==> src/rtl/result_collector.sv <==
// Merges NUM_SOLVERS solver result streams onto one output stream.
// Streams are forwarded whole, solvers are picked round-robin, and each beat is tagged with its source.

module result_collector_lane #(
  parameter int ID_WIDTH = 1,
  parameter int IDX      = 0
) (
  input  logic                locked,
  input  logic [ID_WIDTH-1:0] grant,
  input  logic                accept,
  output logic                ready
);
  assign ready = locked && (grant == ID_WIDTH'(IDX)) && accept;
endmodule

module result_collector #(
  parameter int NUM_SOLVERS = 2,
  parameter int DATA_WIDTH  = 32,
  parameter int ID_WIDTH    = $clog2(NUM_SOLVERS)
) (
  input  logic                              clock,
  input  logic                              reset,
  input  logic [NUM_SOLVERS*DATA_WIDTH-1:0] in_data,
  input  logic [NUM_SOLVERS-1:0]            in_valid,
  input  logic [NUM_SOLVERS-1:0]            in_end_of_stream,
  output logic [NUM_SOLVERS-1:0]            in_ready,
  output logic [DATA_WIDTH-1:0]             out_data,
  output logic [ID_WIDTH-1:0]               out_source,
  output logic                              out_valid,
  output logic                              out_end_of_stream,
  input  logic                              out_ready
);

  typedef enum logic {SCAN, LOCKED} state_t;

  typedef struct packed {
    logic [DATA_WIDTH-1:0] data;
    logic [ID_WIDTH-1:0]   source;
    logic                  eos;
  } beat_t;

  state_t                                 state, state_nxt;
  logic [ID_WIDTH-1:0]                    grant, grant_nxt;
  logic [ID_WIDTH-1:0]                    last_grant, last_nxt;
  logic [ID_WIDTH-1:0]                    cand;
  logic                                   found;
  logic [NUM_SOLVERS-1:0][DATA_WIDTH-1:0] in_lanes;
  logic                                   locked, accept, in_xfer;
  beat_t                                  out_q;

  assign in_lanes = in_data;
  assign locked   = (state == LOCKED);
  assign accept   = !out_valid || out_ready;
  assign in_xfer  = |(in_valid & in_ready);

  for (genvar i = 0; i < NUM_SOLVERS; i++) begin : g_lane
    result_collector_lane #(.ID_WIDTH(ID_WIDTH), .IDX(i)) u_lane (
      .locked (locked),
      .grant  (grant),
      .accept (accept),
      .ready  (in_ready[i])
    );
  end

  // Arbitration: scan starts one past the last finished solver, so it is served last.
  always_comb begin
    state_nxt = state;
    grant_nxt = grant;
    last_nxt  = last_grant;
    cand      = '0;
    found     = 1'b0;
    case (state)
      SCAN: begin
        for (int k = 1; k <= NUM_SOLVERS; k++) begin
          cand = ID_WIDTH'((int'(last_grant) + k) % NUM_SOLVERS);
          if (!found && in_valid[cand]) begin
            found     = 1'b1;
            grant_nxt = cand;
          end
        end
        if (found) state_nxt = LOCKED;
      end
      LOCKED: begin
        if (in_xfer && in_end_of_stream[grant]) begin
          last_nxt  = grant;
          state_nxt = SCAN;
        end
      end
      default: state_nxt = SCAN;
    endcase
  end

  always_ff @(posedge clock or negedge reset) begin
    if (!reset) begin
      state      <= SCAN;
      grant      <= '0;
      last_grant <= ID_WIDTH'(NUM_SOLVERS - 1);
    end else begin
      state      <= state_nxt;
      grant      <= grant_nxt;
      last_grant <= last_nxt;
    end
  end

  // Output register reloads on the same edge it drains, giving 1 beat/cycle.
  always_ff @(posedge clock or negedge reset) begin
    if (!reset) begin
      out_q     <= '0;
      out_valid <= 1'b0;
    end else if (in_xfer) begin
      out_q.data   <= in_lanes[grant];
      out_q.source <= grant;
      out_q.eos    <= in_end_of_stream[grant];
      out_valid    <= 1'b1;
    end else if (out_valid && out_ready) begin
      out_valid <= 1'b0;
    end
  end

  assign out_data          = out_q.data;
  assign out_source        = out_q.source;
  assign out_end_of_stream = out_q.eos;

endmodule

==> config.mk <==
export PLATFORM = sky130hd
export DESIGN_NAME = result_collector
export DESIGN_NICKNAME = d
export VERILOG_FILES = /design/src/rtl/result_collector.sv
export SDC_FILE = /design/constraint.sdc
export NUM_CORES = 1
export LEC_CHECK = 0
export CAP_MARGIN = 25
export CORE_UTILIZATION = 38
export DETAILED_ROUTE_END_ITERATION = 10
export PLACE_DENSITY_LB_ADDON = 0.12
export SYNTH_ARGS = -nofsm -noshare
export SYNTH_HDL_FRONTEND = slang
export SYNTH_SLANG_ARGS = --single-unit
==> constraint.sdc <==
create_clock -name clock -period 2 [get_ports clock]
set_input_delay 0.3 -clock clock [delete_from_list [all_inputs] [get_ports clock]]
set_output_delay 0.3 -clock clock [all_outputs]
set_load 0.005 [all_outputs]
==> results of run 1 <==
[synth_stat cells]
cell and number:
mux2_2 51, dfrtp_1 37, mux2_1 14, buf_6 5
inv_1 4, nand2_1 4, buf_2 3, buf_4 2
mux2i_1 2, a2bb2oi_1 1, a31oi_1 1, a32o_1 1
a41oi_1 1, and3_1 1, clkbuf_1 1, dfstp_2 1
nand2b_1 1, nand3_1 1, nand3_4 1, nand4_1 1
nor2_1 1, o2bb2a_1 1, o32a_1 1
[metrics by stage]
step / instances / setup WS (ps) / total power (W) / util
floorplan: 136 / 544.6 / 0.002590 / -
global placement: 306 / 184.1 / 0.003622 / 0.6395
detailed placement: 306 / 149.3 / 0.003743 / 0.6395
CTS: 314 / 87.53 / 0.004287 / 0.6586
global route: 314 / 31.33 / 0.004488 / 0.6586
finish: 314 / 111.2 / 0.004208 / 0.6586
[worst paths after layout]
path / start / to / slack, ps / cells after the start
setup / recovery: grant$_DFFE_PN0P_ / in_ready[1] / 110 / 3
setup reg to reg: grant$_DFFE_PN0P_ / out_data[12]$_DFFE_PN0P_ / 470 / 4
min in group clock: out_data[5]$_DFFE_PN0P_ / out_data[5]$_DFFE_PN0P_ / 490 / 1
hold / removal: reset / out_data[0]$_DFFE_PN0P_ / 110 / 1
max in group asynchronous: reset / out_data[28]$_DFFE_PN0P_ / 1380 / 1
hold reg to reg: out_data[5]$_DFFE_PN0P_ / out_data[5]$_DFFE_PN0P_ / 490 / 1
[cell families (layout without fill, tap and decap cells)]
family                 Yosys count  in the layout
AOI/OAI and AO/OA                6              6
DFF                             38             38
buffers and inverters           15            126
muxes                           67             67
and+or+nand+nor                 10             10
[power groups by stage]
stage               registers (W)  logic, W  clock network [W]
floorplan                 0.00140   0.00119                  0
global placement          0.00138   0.00224                  0
detailed placement        0.00141   0.00233                  0
CTS                       0.00140   0.00234           0.000548
global route              0.00145   0.00246           0.000578
finish                    0.00139   0.00229           0.000529
[state kept, by name (all words and copies together), names as in the netlist]
signal,flops
grant,1
out_data,32
out_end_of_stream,1
last_grant,1
out_valid,1
out_source,1
locked,1
[cell type report]
class                           count  area, sq um  share of cell area
Inverter                            4        15.01            0.004764
Timing Repair Buffer              114         1144              0.3628
Multi-Input combinational cell     83        865.8              0.2747
Sequential cell                    38        952.2              0.3021
Clock inverter                      1        5.005            0.001588
Tap cell                           67        83.83             0.02660
Clock buffer                        7        86.33             0.02739
[worst reg2reg max path: cells and delay by family (launching register included)]
family | cells | cell delay [ps]
simple gates | 1 | 130
mux | 2 | 710
flops | 1 | 410
buf+inv | 1 | 170
[layout by cell type (no fill, tap or decap)]
master             n
a2bb2oi_1          1
nor2_1             1
a32o_1             1
mux2_1            14
nand4_1            1
a41oi_1            1
o2bb2a_1           1
nand2b_1           1
buf_12             2
mux2_2            51
dfrtp_1           37
buf_4              5
nand3_1            1
clkdlybuf4s50_1  106
clkbuf_1           1
o32a_1             1
clkinv_2           1
a31oi_1            1
inv_1              4
nand3_4            1
mux2i_1            2
dfstp_2            1
buf_2              1
and3_1             1
nand2_1            4
clkbuf_8           6
[per-layer routing]
metal | track usage | vias up
li1 | - | 707
met1 | 0.1792 | 720
met2 | 0.3498 | 81
met3 | 0.07459 | 5
met4 | 0.04575 | 0
met5 | 0 | -
==> metrics, run 1 <==
outcome=finished, final reports clean; Placed Area=3060 sq um; post-CTS sizing=0; Num Clock Sinks=38; Hold WS=106.9 ps; Slowest cell on crit path=clkdlybuf4s50_1; H-tree level count=2; met3 routed WL=459 um; via count=1,513; share of the synthesized area in the top cell type=0.4815; largest net degree at the start of global routing=39; Synth Cell Area=1923 sq um; Synth Area in Compound Gates=0.02798; final hold viol count=0; hold-fix buffers at CTS=0; Period minus WS final=1889 ps; CTS tree=built; DR vias/cell=4.818; first-pass GRT wire length=7320 um; clock latency on the worst-skew pair=280 ps; Final Max Tran Viols=0; IO Pins=108; period utilization=0.9444; Post-route DRC=0; combinational power share=0.544; Worst path top cell family by delay=buffers and inverters; post-route cell area=3152 sq um; post-synth top area cell=dfrtp_1; Pre-Repair DR Iteration Count=4; initial antenna violation count=0; diodes inserted=0; clk buf depth=2; met2 WL post-DR=2408 um; FP Rows=25; global placer's final weighted congestion=0.7378; synth unique cells=23; Layout Area Growth over Synthesis=63.89%; DR top layer=met4; fill cell count=383; initial DRC count=32; Pwr Density=1335 nW/um^2; wire length on met1=1647 um; Clock Power Share=0.126; Peak supply drop=0.7207 mV; layout cells sized above 1=0.2753; Max-cap violations=0; cell count after synthesis=136; Initial Utilization=0.4018; critical path data required time=1700 ps; final setup fails=0; Arr. time, crit path=1590 ps; remaining antenna violation count after routing=0; syn nets=207; CP max stage delay=490 ps; root buf cell=clkbuf_8; post-detailed-route wirelength per cell=14.50 um; core area=4786 sq um; Setup CP Type=reg -> out; number of buffers created by CTS=5; Internal Power=0.002982 W; number of global-route vias before repair=1,685; Clock Pin Slew Worst Setup and Hold Paths=70 ps; final setup TNS=0 ps; Global Route Usage Sum=0.1825; final WL=4553 um; Max Freq=529.4 MHz; Die H=73.14 um; critical path capture point type=output port; RSZ-0062 raised after global routing=false; syn_area_per_cell=14.14 sq um; mux cell area share after synthesis=0.3910; type of the worst min-delay path=in -> async; post-synthesis simple-gate area fraction=0.03123; CP max FO=16; Reg power frac=0.331; synth warn=0; DIE AREA=5349 sq um; crit-path cells=buf_4, and3_1, clkdlybuf4s50_1; top cells by area, synth=dfrtp_1 48%, mux2_2 30%, mux2_1 8.2%; postcts setup bufs=0; Lkg Pwr=1.289 nW; Worst setup SP type=flop; clock skew=4.705 ps; main combinational cell family by area after synthesis=multiplexers; Sw Ratio=0.2915; Seq/Total Area, Yosys=0.4951; post-synthesis xor/xnor area fraction=0; Sw Pwr=0.001227 W; dpl hpwl=3603 um; Post-Synth Adder-Cell Area=0; register bit total from synthesis=38; Slew HR=0.4575; Die W=73.14 um; fin nets=317; Buffers & Inverters on Critical Path=2; worst slew pin tran=813.7 ps; GRT Residual Overflow=0; input/output buffers=107
(Power assumes the default switching activity.)
==> run 2, diff against run 1 <==
--- a/config.mk
+++ b/config.mk
@@ -9,6 +9,7 @@
 export CORE_UTILIZATION = 38
 export DETAILED_ROUTE_END_ITERATION = 10
 export PLACE_DENSITY_LB_ADDON = 0.12
+export SETUP_SLACK_MARGIN = 0.02
 export SYNTH_ARGS = -nofsm -noshare
 export SYNTH_HDL_FRONTEND = slang
 export SYNTH_SLANG_ARGS = --single-unit
==> results of run 2 <==
Same layout as run 1: the final DEF is identical, and so are final timing and power.
==> run 3, diff against run 2 <==
--- a/config.mk
+++ b/config.mk
@@ -5,7 +5,6 @@
 export SDC_FILE = /design/constraint.sdc
 export NUM_CORES = 1
 export LEC_CHECK = 0
-export CAP_MARGIN = 25
 export CORE_UTILIZATION = 38
 export DETAILED_ROUTE_END_ITERATION = 10
 export PLACE_DENSITY_LB_ADDON = 0.12
==> results of run 3 <==
Same layout as run 1: the final DEF is identical, and so are final timing and power.
